File: config.mk
export PLATFORM = sky130hd
export DESIGN_NAME = syn_s_rx
export DESIGN_NICKNAME = d
export VERILOG_FILES = /design/src/rtl/syn_pkg.sv /design/src/rtl/syn_s_rx_sync.sv /design/src/rtl/syn_s_rx.sv
export SDC_FILE = /design/constraint.sdc
export NUM_CORES = 1
export LEC_CHECK = 0
export CAP_MARGIN = 20
export CORE_MARGIN = 10
export CORE_UTILIZATION = 50
export DETAILED_ROUTE_END_ITERATION = 12
export GPL_TIMING_DRIVEN = 0
export PLACE_DENSITY = 0.7
export SYNTH_ARGS = -nofsm -noshare
export SYNTH_HDL_FRONTEND = slang
export SYNTH_SLANG_ARGS = --single-unit
File: constraint.sdc
create_clock -name clk_sys -period 7.57 [get_ports clk_sys]
set_clock_uncertainty 0.05 [all_clocks]
set_input_delay 1.514 -clock clk_sys [delete_from_list [all_inputs] [get_ports clk_sys]]
set_output_delay 1.514 -clock clk_sys [all_outputs]
set_load 0.01 [all_outputs]
File: src/rtl/syn_pkg.sv
// Protocol constants shared by the sync-line master generators and the slave receiver.
package syn_pkg;

  localparam int SYNC_US_DEF = 8;    // sync-marker low width, microseconds
  localparam int BIT_CYC_DEF = 100;  // info bit period, clk_sys cycles
  localparam int INFO_W_DEF  = 32;   // info word width
  localparam int LOCK_W      = 21;   // width of the link-lock microsecond counter

  typedef enum logic [2:0] {
    ST_IDLE,
    ST_SYNC_LOW,
    ST_ABORT,
    ST_WAIT_START,
    ST_START,
    ST_DATA,
    ST_STOP
  } rx_state_t;

endpackage

File: src/rtl/syn_s_rx_sync.sv
// Brings the asynchronous sync line into clk_sys and decodes its edges.
module syn_s_rx_sync (
  input  logic clk_sys,
  input  logic rst,
  input  logic rx_syn,
  output logic line,
  output logic rise,
  output logic fall
);

  logic s1;
  logic s2;
  logic s2_d;

  // Two-flop synchroniser plus one edge register; all idle high so reset never looks like an edge.
  always_ff @(posedge clk_sys or posedge rst) begin
    if (rst) begin
      s1   <= 1'b1;
      s2   <= 1'b1;
      s2_d <= 1'b1;
    end else begin
      s1   <= rx_syn;
      s2   <= s1;
      s2_d <= s2;
    end
  end

  assign line = s2;
  assign rise = s2 & ~s2_d;
  assign fall = ~s2 & s2_d;

endmodule

File: src/rtl/syn_s_rx.sv
// Slave sync-line receiver: regenerates fire_sync at the end of the master's marker,
// deserialises the trailing info word and tracks link lock.
module syn_s_rx
  import syn_pkg::*;
#(
  parameter int SYNC_US    = SYNC_US_DEF,
  parameter int BIT_CYC    = BIT_CYC_DEF,
  parameter int INFO_W     = INFO_W_DEF,
  parameter int INFO_TO_US = 50,
  parameter int LOCK_TO_US = 1100000
) (
  input  logic              clk_sys,
  input  logic              rst,
  input  logic              pluse_us,
  input  logic              rx_syn,
  output logic              fire_sync,
  output logic [INFO_W-1:0] info_data,
  output logic              info_vld,
  output logic              err_sync,
  output logic              err_info,
  output logic              sync_lock
);

  localparam int US_MAX = (INFO_TO_US > SYNC_US + 2) ? INFO_TO_US : SYNC_US + 2;
  localparam int US_W   = $clog2(US_MAX + 1);
  localparam int TM_W   = $clog2(BIT_CYC);
  localparam int BC_W   = $clog2(INFO_W);

  localparam logic [US_W-1:0]   SYNC_LO  = US_W'(SYNC_US - 1);
  localparam logic [US_W-1:0]   SYNC_HI  = US_W'(SYNC_US + 1);
  localparam logic [US_W-1:0]   INFO_TO  = US_W'(INFO_TO_US);
  localparam logic [TM_W-1:0]   T_HALF   = TM_W'(BIT_CYC / 2 - 1);
  localparam logic [TM_W-1:0]   T_FULL   = TM_W'(BIT_CYC - 1);
  localparam logic [BC_W-1:0]   BC_LAST  = BC_W'(INFO_W - 1);
  localparam logic [LOCK_W-1:0] LOCK_MAX = LOCK_W'(LOCK_TO_US);

  logic line;
  logic rise;
  logic fall;

  rx_state_t         state,     state_nxt;
  logic [US_W-1:0]   us_cnt,    us_nxt;
  logic [TM_W-1:0]   tmr,       tmr_nxt;
  logic [BC_W-1:0]   bcnt,      bcnt_nxt;
  logic [INFO_W-1:0] shreg,     shreg_nxt;
  logic [INFO_W-1:0] data_nxt;
  logic              fire_nxt;
  logic              vld_nxt;
  logic              esync_nxt;
  logic              einfo_nxt;
  logic [US_W-1:0]   us_inc;
  logic              tmr_exp;
  logic [LOCK_W-1:0] lock_cnt;

  syn_s_rx_sync u_sync (
    .clk_sys (clk_sys),
    .rst     (rst),
    .rx_syn  (rx_syn),
    .line    (line),
    .rise    (rise),
    .fall    (fall)
  );

  // The tick is added before any window compare so a coincident tick and edge see the new count.
  assign us_inc  = us_cnt + {{(US_W-1){1'b0}}, pluse_us};
  assign tmr_exp = (tmr == '0);

  // Receiver state register plus all registered outputs, so fire_sync has a fixed edge-to-pulse delay.
  always_ff @(posedge clk_sys or posedge rst) begin
    if (rst) begin
      state     <= ST_IDLE;
      us_cnt    <= '0;
      tmr       <= '0;
      bcnt      <= '0;
      shreg     <= '0;
      info_data <= '0;
      fire_sync <= 1'b0;
      info_vld  <= 1'b0;
      err_sync  <= 1'b0;
      err_info  <= 1'b0;
    end else begin
      state     <= state_nxt;
      us_cnt    <= us_nxt;
      tmr       <= tmr_nxt;
      bcnt      <= bcnt_nxt;
      shreg     <= shreg_nxt;
      info_data <= data_nxt;
      fire_sync <= fire_nxt;
      info_vld  <= vld_nxt;
      err_sync  <= esync_nxt;
      err_info  <= einfo_nxt;
    end
  end

  // Next-state, counters and pulse outputs of the marker/frame decoder.
  always_comb begin
    state_nxt = state;
    us_nxt    = us_cnt;
    tmr_nxt   = tmr;
    bcnt_nxt  = bcnt;
    shreg_nxt = shreg;
    data_nxt  = info_data;
    fire_nxt  = 1'b0;
    vld_nxt   = 1'b0;
    esync_nxt = 1'b0;
    einfo_nxt = 1'b0;
    case (state)
      ST_IDLE: begin
        if (fall) begin
          us_nxt    = '0;
          state_nxt = ST_SYNC_LOW;
        end
      end
      ST_SYNC_LOW: begin
        us_nxt = us_inc;
        if (rise) begin
          if (us_inc >= SYNC_LO && us_inc <= SYNC_HI) begin
            fire_nxt  = 1'b1;
            us_nxt    = '0;
            state_nxt = ST_WAIT_START;
          end else begin
            esync_nxt = 1'b1;
            state_nxt = ST_IDLE;
          end
        end else if (us_inc > SYNC_HI) begin
          esync_nxt = 1'b1;
          state_nxt = ST_ABORT;
        end
      end
      ST_ABORT: begin
        if (line) state_nxt = ST_IDLE;
      end
      ST_WAIT_START: begin
        us_nxt = us_inc;
        if (fall) begin
          tmr_nxt   = T_HALF;
          state_nxt = ST_START;
        end else if (us_inc == INFO_TO) begin
          einfo_nxt = 1'b1;
          state_nxt = ST_IDLE;
        end
      end
      ST_START: begin
        if (!tmr_exp) begin
          tmr_nxt = tmr - TM_W'(1);
        end else if (line) begin
          einfo_nxt = 1'b1;
          state_nxt = ST_IDLE;
        end else begin
          tmr_nxt   = T_FULL;
          bcnt_nxt  = '0;
          state_nxt = ST_DATA;
        end
      end
      ST_DATA: begin
        if (!tmr_exp) begin
          tmr_nxt = tmr - TM_W'(1);
        end else begin
          shreg_nxt = {line, shreg[INFO_W-1:1]};
          tmr_nxt   = T_FULL;
          bcnt_nxt  = bcnt + BC_W'(1);
          if (bcnt == BC_LAST) state_nxt = ST_STOP;
        end
      end
      ST_STOP: begin
        if (!tmr_exp) begin
          tmr_nxt = tmr - TM_W'(1);
        end else if (line) begin
          data_nxt  = shreg;
          vld_nxt   = 1'b1;
          state_nxt = ST_IDLE;
        end else begin
          einfo_nxt = 1'b1;
          state_nxt = ST_ABORT;
        end
      end
      default: state_nxt = ST_IDLE;
    endcase
  end

  // Link lock: saturating us counter restarted by each good word; any error drops lock at once.
  always_ff @(posedge clk_sys or posedge rst) begin
    if (rst) begin
      lock_cnt  <= '0;
      sync_lock <= 1'b0;
    end else begin
      if (info_vld)
        lock_cnt <= '0;
      else if (pluse_us && lock_cnt != LOCK_MAX)
        lock_cnt <= lock_cnt + LOCK_W'(1);

      if (err_sync || err_info)
        sync_lock <= 1'b0;
      else if (info_vld)
        sync_lock <= 1'b1;
      else if (lock_cnt == LOCK_MAX)
        sync_lock <= 1'b0;
    end
  end

endmodule

==> impl_metrics.prom, run 1 <==
# TYPE chip_impl_metric gauge
chip_impl_metric{name="max_freq",unit="MHz"} 256
chip_impl_metric{name="timing.max_slew.rel_slack",unit=""} 0.445
chip_impl_metric{name="timing.hold.worst_path_depth",unit=""} 0
chip_impl_metric{name="number_of_cells_on_the_worst_reg_to_reg_path",unit=""} 8
chip_impl_metric{name="count_of_flip_flops_with_a_built_in_enable_after_synthesis",unit=""} 0
chip_impl_metric{name="diodes",unit=""} 0
chip_impl_metric{name="p_int",unit="W"} 0.00131
chip_impl_metric{name="initial_utilization",unit=""} 0.514
chip_impl_info{name="clock-root-buffer",value="sky130_fd_sc_hd__clkbuf_8"} 1
chip_impl_metric{name="area_growth_syn_to_layout",unit="%"} 22.2
chip_impl_metric{name="grt_overflow_total",unit=""} 0
chip_impl_metric{name="source_to_sink_clock_delay_at_the_later_pin_of_the_worst_skew_pair",unit="ns"} 0.52
chip_impl_metric{name="cts.sinks",unit=""} 114
chip_impl_metric{name="async_reset_ff_frac",unit=""} 1.00
chip_impl_metric{name="synthesized_area_per_cell",unit="um2"} 11.7
chip_impl_metric{name="whs",unit="ns"} 0.306
chip_impl_info{name="cts_tree",value="yes"} 1
chip_impl_metric{name="synth_top_area_share",unit=""} 0.523
chip_impl_metric{name="grt_max_degree",unit=""} 66
chip_impl_metric{name="drt_first_pass_iters",unit=""} 4
chip_impl_metric{name="setup_ws_pre_cts",unit="ns"} 3.24
chip_impl_metric{name="vdd_drop_max",unit="mV"} 0.206
chip_impl_metric{name="post-place-cells",unit=""} 631
chip_impl_metric{name="detailed_place_hpwl",unit="um"} 7210
chip_impl_metric{name="share_comb_of_total_power",unit=""} 0.210
chip_impl_metric{name="cellLeakagePower",unit="nW"} 3.03
chip_impl_metric{name="post_drt_wl_per_cell",unit="um"} 16.1
chip_impl_metric{name="powerDensity",unit="nW/um2"} 292
chip_impl_metric{name="grt_antenna_before_repair",unit=""} 0
chip_impl_metric{name="synth_seq_area_share",unit=""} 0.538
chip_impl_info{name="mostFrequentLayoutCell",value="sky130_fd_sc_hd__dfrtp_1"} 1
chip_impl_info{name="path_class",value="in -> reg"} 1
chip_impl_metric{name="finalHoldViolCount",unit=""} 0
chip_impl_metric{name="final_layout_size_suffix_gt1_frac",unit=""} 0.247
chip_impl_metric{name="tritoncts.num_buffers",unit=""} 17
chip_impl_metric{name="cells_after_synth",unit=""} 454
chip_impl_metric{name="final_period_minus_worst_setup_slack",unit="ns"} 3.90
chip_impl_metric{name="fin_setup_tns",unit="ns"} 0
chip_impl_metric{name="first_global_vias",unit=""} 3703
chip_impl_info{name="critPathLaunchType",value="input port"} 1
chip_impl_info{name="run_status",value="complete, no violations"} 1
chip_impl_metric{name="detail_route.wirelength",unit="um"} 10700
chip_impl_metric{name="netlist_area",unit="um2"} 5310
chip_impl_metric{name="num_io_pins",unit=""} 41
chip_impl_metric{name="drv.max_cap_violation_count",unit=""} 0
chip_impl_metric{name="cts_h_tree_lvls",unit=""} 4
chip_impl_metric{name="clockPowerShare",unit=""} 0.407
chip_impl_metric{name="ys_seq_elements",unit=""} 114
chip_impl_metric{name="worst_slack",unit="ns"} 3.67
chip_impl_info{name="synth_area_leaders",value="sky130_fd_sc_hd__dfrtp_1 (52%), sky130_fd_sc_hd__mux2_2 (14%), sky130_fd_sc_hd__nand2_1 (2.3%)"} 1
chip_impl_metric{name="slew_viol_final",unit=""} 0
chip_impl_metric{name="initialDrtViolationCount",unit=""} 330
chip_impl_info{name="cp-end-kind",value="flip-flop"} 1
chip_impl_metric{name="synthesis.nets",unit=""} 466
chip_impl_info{name="rsz0062_at_grt",value="false"} 1
chip_impl_metric{name="post_drt_via_cell_ratio",unit=""} 5.53
chip_impl_metric{name="final-instance-count-excl-fill",unit=""} 663
chip_impl_metric{name="die_area",unit="um2"} 15100
chip_impl_metric{name="path_clk_slew",unit="ns"} 0.06
chip_impl_metric{name="globalRouteTotalUtil",unit=""} 0.150
chip_impl_info{name="synthDominantAreaCellType",value="sky130_fd_sc_hd__dfrtp_1"} 1
chip_impl_metric{name="placeableCoreArea",unit="um2"} 10300
chip_impl_metric{name="timing_worst_slew_pin_value",unit="ns"} 0.823
chip_impl_metric{name="globalplace.congestion",unit=""} 0.825
chip_impl_metric{name="rows",unit=""} 37
chip_impl_metric{name="post_cts_resized",unit=""} 0
chip_impl_metric{name="numPortBuffers",unit=""} 40
chip_impl_metric{name="hold_fix_buffers_cts",unit=""} 0
chip_impl_metric{name="die_width",unit="um"} 123
chip_impl_metric{name="antenna_violating_nets_post_route",unit=""} 0
chip_impl_metric{name="worstPathMaxFanout",unit=""} 9
chip_impl_metric{name="grt_pass1_wl",unit="um"} 18100
chip_impl_metric{name="reg2reg_slack",unit="ns"} 4.99
chip_impl_metric{name="clk_path_buf_depth",unit=""} 2
chip_impl_metric{name="die_height",unit="um"} 123
chip_impl_info{name="timing.hold.worst.class",value="reg -> reg"} 1
chip_impl_metric{name="yosys_warnings",unit=""} 0
chip_impl_metric{name="cts_post_setup_buffers_inserted",unit=""} 0
chip_impl_metric{name="route.detailed.drc",unit=""} 0
chip_impl_metric{name="critical_path_arrival",unit="ns"} 4.31
chip_impl_metric{name="timing.final.crit_share",unit=""} 0.516
chip_impl_metric{name="vias",unit=""} 3668
chip_impl_metric{name="final_net_count",unit=""} 526
chip_impl_metric{name="postLayoutCoreUtil",unit=""} 0.628
chip_impl_info{name="synth-main-ff-cell",value="sky130_fd_sc_hd__dfrtp_1"} 1
chip_impl_metric{name="required",unit="ns"} 7.97
chip_impl_metric{name="report.final.setup_viol",unit=""} 0
chip_impl_metric{name="net_sw_power",unit="W"} 0.000582
chip_impl_info{name="final_cell_mix",value="sky130_fd_sc_hd__dfrtp_1 (111), sky130_fd_sc_hd__mux2_2 (67), sky130_fd_sc_hd__clkdlybuf4s50_1 (40)"} 1
chip_impl_metric{name="power.share.sequential",unit=""} 0.383
chip_impl_metric{name="power.share.switching",unit=""} 0.308
chip_impl_metric{name="netlist-cell-type-count",unit=""} 66
-- state kept, by name, indices dropped and copies added (netlist names) --
name         count
info_data       32
shreg           32
lock_cnt        21
tmr              7
us_cnt           6
bcnt             5
state            3
err_info         1
err_sync         1
fire_sync        1
info_vld         1
sync_lock        1
u_sync.line      1
u_sync.s1        1
u_sync.s2_d      1
-- per-layer routing --
layer	vias to the layer above	share of wire	GRT usage
li1	1762	-	-
met1	1831	0.46	0.181
met2	64	0.46	0.231
met3	11	0.064	0.0656
met4	0	0.013	0.0670
met5	-	0	0
-- critical path: stages --
cell and delay (ns):
sky130_fd_sc_hd__clkdlybuf4s50_1 0.62, sky130_fd_sc_hd__ha_1 0.35, sky130_fd_sc_hd__ha_1 0.19, sky130_fd_sc_hd__buf_4 0.15, sky130_fd_sc_hd__nand3_1 0.16, sky130_fd_sc_hd__o41ai_2 0.48, sky130_fd_sc_hd__o21ai_1 0.31, sky130_fd_sc_hd__o31ai_1 0.33
sky130_fd_sc_hd__mux2_2 0.20
-- Yosys cell counts (all sizes together), types with 4 or more instances --
| cell type | number |
|---|---|
| a21oi | 16 |
| nand2b | 7 |
| o211ai | 6 |
| nor2 | 27 |
| nor3 | 5 |
| mux2 | 67 |
| nor2b | 4 |
| clkbuf | 7 |
| o2111ai | 4 |
| dfrtp | 111 |
| o21ai | 22 |
| inv | 18 |
| xor2 | 11 |
| a31oi | 4 |
| or3 | 6 |
| ha | 8 |
| nor3b | 5 |
| buf | 12 |
| nand3 | 17 |
| and3 | 4 |
| nand2 | 32 |
| nand4 | 9 |
| o22ai | 4 |
-- path summary, 6_finish.rpt --
path,endpoint,startpoint
max reg2reg,state[0]$_DFFE_PP0P_,us_cnt[0]$_DFFE_PP0P_
min in group asynchronous,lock_cnt[19]$_DFFE_PP0P_,rst
max,state[0]$_DFFE_PP0P_,pluse_us
min,u_sync.line$_DFF_PP1_,u_sync.s1$_DFF_PP1_
max in group asynchronous,u_sync.s1$_DFF_PP1_,rst
min reg2reg,u_sync.line$_DFF_PP1_,u_sync.s1$_DFF_PP1_
-- stage by stage --
stage,area [um2],total power (W)
4_1_cts,6490,0.00190
3_5_place_dp,5910,0.00112
6_report,6490,0.00189
3_3_place_gp,5880,0.00111
5_1_grt,6490,0.00199
2_1_floorplan,5310,0.00103
-- layout make-up --
type,count,area [um2]
fillers,812,3840
flip-flops and latches,114,2860
multi-input cells,303,2290
clock buffers,20,445
repair buffers,41,428
well taps,136,170
clock inverters,12,133
plain buffers,19,96.3
inverters,18,70.1
-- cells by family after synthesis --
| kind of cell | count (synthesis) | share of synthesized area |
|---|---|---|
| AND/OR/NAND/NOR | 134 | 0.144 |
| flip-flops | 114 | 0.538 |
| AO/OA/AOI/OAI | 77 | 0.0974 |
| multiplexers | 70 | 0.148 |
| buffers and inverters | 37 | 0.0309 |
| XOR/XNOR | 14 | 0.0231 |
| adder cells (fa/ha/maj) | 8 | 0.0189 |
-- power by group through the flow --
stage | sequential [W] | combinational, W | clock, W
after floorplan | 0.000720 | 0.000307 | 0
after detailed placement | 0.000733 | 0.000392 | 0
after global routing | 0.000733 | 0.000447 | 0.000812
final | 0.000724 | 0.000398 | 0.000769
after CTS | 0.000723 | 0.000396 | 0.000784
after global placement | 0.000731 | 0.000382 | 0
(Power assumes the default switching activity.)
==> run 2: changes to the inputs <==
PLACE_DENSITY = 0.73   (was 0.7)
clock period = 3.2 ns   (was 7.57 ns; I/O delays follow)
==> impl_metrics.prom, run 2 (synthesis gave the netlist of run 1 again) <==
# TYPE chip_impl_metric gauge
chip_impl_info{name="run_status",value="complete, no violations"} 1
chip_impl_info{name="critPathLaunchType",value="input port"} 1
chip_impl_metric{name="clk_path_buf_depth",unit=""} 2
chip_impl_metric{name="timing.final.crit_share",unit=""} 0.933
chip_impl_metric{name="final-instance-count-excl-fill",unit=""} 663
chip_impl_metric{name="numPortBuffers",unit=""} 40
chip_impl_metric{name="grt_max_degree",unit=""} 40
chip_impl_metric{name="placeableCoreArea",unit="um2"} 10300
chip_impl_metric{name="cts.sinks",unit=""} 114
chip_impl_metric{name="die_height",unit="um"} 123
chip_impl_metric{name="globalRouteTotalUtil",unit=""} 0.157
chip_impl_metric{name="required",unit="ns"} 3.55
chip_impl_metric{name="net_sw_power",unit="W"} 0.00136
chip_impl_metric{name="max_freq",unit="MHz"} 335
chip_impl_info{name="rsz0062_at_grt",value="false"} 1
chip_impl_metric{name="path_clk_slew",unit="ns"} 0.05
chip_impl_metric{name="powerDensity",unit="nW/um2"} 674
chip_impl_metric{name="cellLeakagePower",unit="nW"} 3.02
chip_impl_metric{name="share_comb_of_total_power",unit=""} 0.218
chip_impl_metric{name="final_layout_size_suffix_gt1_frac",unit=""} 0.247
chip_impl_info{name="reg_top3",value="info_data (32), shreg (32), lock_cnt (21)"} 1
chip_impl_info{name="cp-end-kind",value="flip-flop"} 1
chip_impl_metric{name="route.detailed.drc",unit=""} 0
chip_impl_metric{name="power.share.switching",unit=""} 0.311
chip_impl_metric{name="first_global_vias",unit=""} 3779
chip_impl_metric{name="report.final.setup_viol",unit=""} 0
chip_impl_info{name="cts_tree",value="yes"} 1
chip_impl_metric{name="die_area",unit="um2"} 15100
chip_impl_metric{name="whs",unit="ns"} 0.306
chip_impl_metric{name="worst_slack",unit="ns"} 0.213
chip_impl_metric{name="area_growth_syn_to_layout",unit="%"} 22.1
chip_impl_metric{name="detailed_place_hpwl",unit="um"} 7500
chip_impl_metric{name="globalplace.congestion",unit=""} 0.850
chip_impl_metric{name="grt_antenna_before_repair",unit=""} 0
chip_impl_metric{name="final_period_minus_worst_setup_slack",unit="ns"} 2.99
chip_impl_metric{name="source_to_sink_clock_delay_at_the_later_pin_of_the_worst_skew_pair",unit="ns"} 0.52
chip_impl_metric{name="detail_route.wirelength",unit="um"} 10900
chip_impl_metric{name="drv.max_cap_violation_count",unit=""} 0
chip_impl_metric{name="diodes",unit=""} 0
chip_impl_metric{name="postLayoutCoreUtil",unit=""} 0.628
chip_impl_metric{name="final_net_count",unit=""} 528
chip_impl_metric{name="hold_fix_buffers_cts",unit=""} 0
chip_impl_metric{name="timing_worst_slew_pin_value",unit="ns"} 0.806
chip_impl_metric{name="p_int",unit="W"} 0.00301
chip_impl_metric{name="post_drt_wl_per_cell",unit="um"} 16.5
chip_impl_metric{name="clockPowerShare",unit=""} 0.389
chip_impl_metric{name="initialDrtViolationCount",unit=""} 323
chip_impl_metric{name="rows",unit=""} 37
chip_impl_metric{name="grt_pass1_wl",unit="um"} 18800
chip_impl_metric{name="slew_viol_final",unit=""} 0
chip_impl_info{name="final_cell_mix",value="sky130_fd_sc_hd__dfrtp_1 (111), sky130_fd_sc_hd__mux2_2 (67), sky130_fd_sc_hd__clkdlybuf4s50_1 (40)"} 1
chip_impl_metric{name="antenna_violating_nets_post_route",unit=""} 0
chip_impl_metric{name="grt_overflow_total",unit=""} 0
chip_impl_metric{name="tritoncts.num_buffers",unit=""} 17
chip_impl_metric{name="power.share.sequential",unit=""} 0.393
chip_impl_info{name="clock-root-buffer",value="sky130_fd_sc_hd__clkbuf_8"} 1
chip_impl_metric{name="initial_utilization",unit=""} 0.514
chip_impl_metric{name="post_drt_via_cell_ratio",unit=""} 5.56
chip_impl_metric{name="worstPathMaxFanout",unit=""} 9
chip_impl_info{name="path_class",value="in -> reg"} 1
chip_impl_metric{name="drt_first_pass_iters",unit=""} 4
chip_impl_metric{name="critical_path_arrival",unit="ns"} 3.34
chip_impl_metric{name="finalHoldViolCount",unit=""} 0
chip_impl_metric{name="vias",unit=""} 3686
chip_impl_info{name="timing.hold.worst.class",value="reg -> reg"} 1
chip_impl_metric{name="finalPower",unit="W"} 0.00437
chip_impl_metric{name="num_io_pins",unit=""} 41
chip_impl_metric{name="cts_h_tree_lvls",unit=""} 4
chip_impl_metric{name="fillerInstances",unit=""} 812
chip_impl_metric{name="post-place-cells",unit=""} 633
chip_impl_metric{name="timing.max_slew.rel_slack",unit=""} 0.457
chip_impl_metric{name="vdd_drop_max",unit="mV"} 0.377
chip_impl_metric{name="die_width",unit="um"} 123
chip_impl_metric{name="setup_ws_pre_cts",unit="ns"} -0.274
chip_impl_info{name="mostFrequentLayoutCell",value="sky130_fd_sc_hd__dfrtp_1"} 1
-- run 2: changes by cell type in the layout (fill, tap and decap cells not counted), sizes merged --
cell,delta
inv,-3
clkinvlp,+1
bufinv,-1
buf,+2
clkbuf,+1
-- run 2: worst paths after layout --
check / slack (ns) / endpoint / cells after the start / from
hold reg to reg: 0.31 / u_sync.line$_DFF_PP1_ / 0 / u_sync.s1$_DFF_PP1_
min in group asynchronous: 0.35 / lock_cnt[20]$_DFFE_PP0P_ / 2 / rst
max in group asynchronous: 1.96 / u_sync.line$_DFF_PP1_ / 4 / rst
hold / removal: 0.31 / u_sync.line$_DFF_PP1_ / 0 / u_sync.s1$_DFF_PP1_
setup reg to reg: 0.63 / state[0]$_DFFE_PP0P_ / 8 / us_cnt[0]$_DFFE_PP0P_
setup / recovery: 0.21 / state[0]$_DFFE_PP0P_ / 9 / pluse_us
-- run 2: cell type report --
cell class / count / area (um2) / area share
Buffer: 19 / 96.3 / 0.0149
Clock buffer: 21 / 449 / 0.0693
Clock inverter: 9 / 85.1 / 0.0131
Inverter: 18 / 71.3 / 0.0110
Multi-Input combinational cell: 303 / 2290 / 0.354
Sequential cell: 114 / 2860 / 0.441
Tap cell: 136 / 170 / 0.0263
Timing Repair Buffer: 43 / 460 / 0.0711
-- run 2: critical path, cell delays in order --
cell and delay (ns):
sky130_fd_sc_hd__clkdlybuf4s50_1 0.61, sky130_fd_sc_hd__ha_1 0.35, sky130_fd_sc_hd__ha_1 0.19, sky130_fd_sc_hd__buf_4 0.16, sky130_fd_sc_hd__nand3_1 0.15, sky130_fd_sc_hd__nand2b_1 0.19, sky130_fd_sc_hd__a221oi_1 0.47, sky130_fd_sc_hd__o221ai_1 0.25
sky130_fd_sc_hd__mux2_2 0.32
-- run 2: per-layer routing --
layer	up-vias	share of wire	routed length (um)	GRT usage
met3	15	0.063	689	0.0647
met4	0	0.014	149	0.0684
met5	-	0	0	0
met2	63	0.46	5060	0.234
li1	1768	-	-	-
met1	1840	0.46	5050	0.199
-- run 2: what timing repair did --
| item | CTS | global route |
|---|---|---|
| resized for setup | 0 | 1 |
| buffers inserted | 0 | 0 |
| endpoints found under the setup margin | 0 | 1 |
| hold endpoints to repair | 0 | 0 |
-- run 2: metrics by stage --
step | TNS (ns) | instance area (um2)
finish | 0 | 6480
global route | 0 | 6480
CTS | 0 | 6480
detailed placement | -1.39 | 5940
global placement | -0.879 | 5880
floorplan | 0 | 5310
-- run 2: power by group through the flow --
stage | Combinational, W | Sequential (W) | Clock (W)
floorplan | 0.000727 | 0.00170 | 0
global placement | 0.000900 | 0.00173 | 0
detailed placement | 0.000939 | 0.00174 | 0
CTS | 0.000952 | 0.00171 | 0.00173
global route | 0.00108 | 0.00174 | 0.00181
finish | 0.000952 | 0.00172 | 0.00170
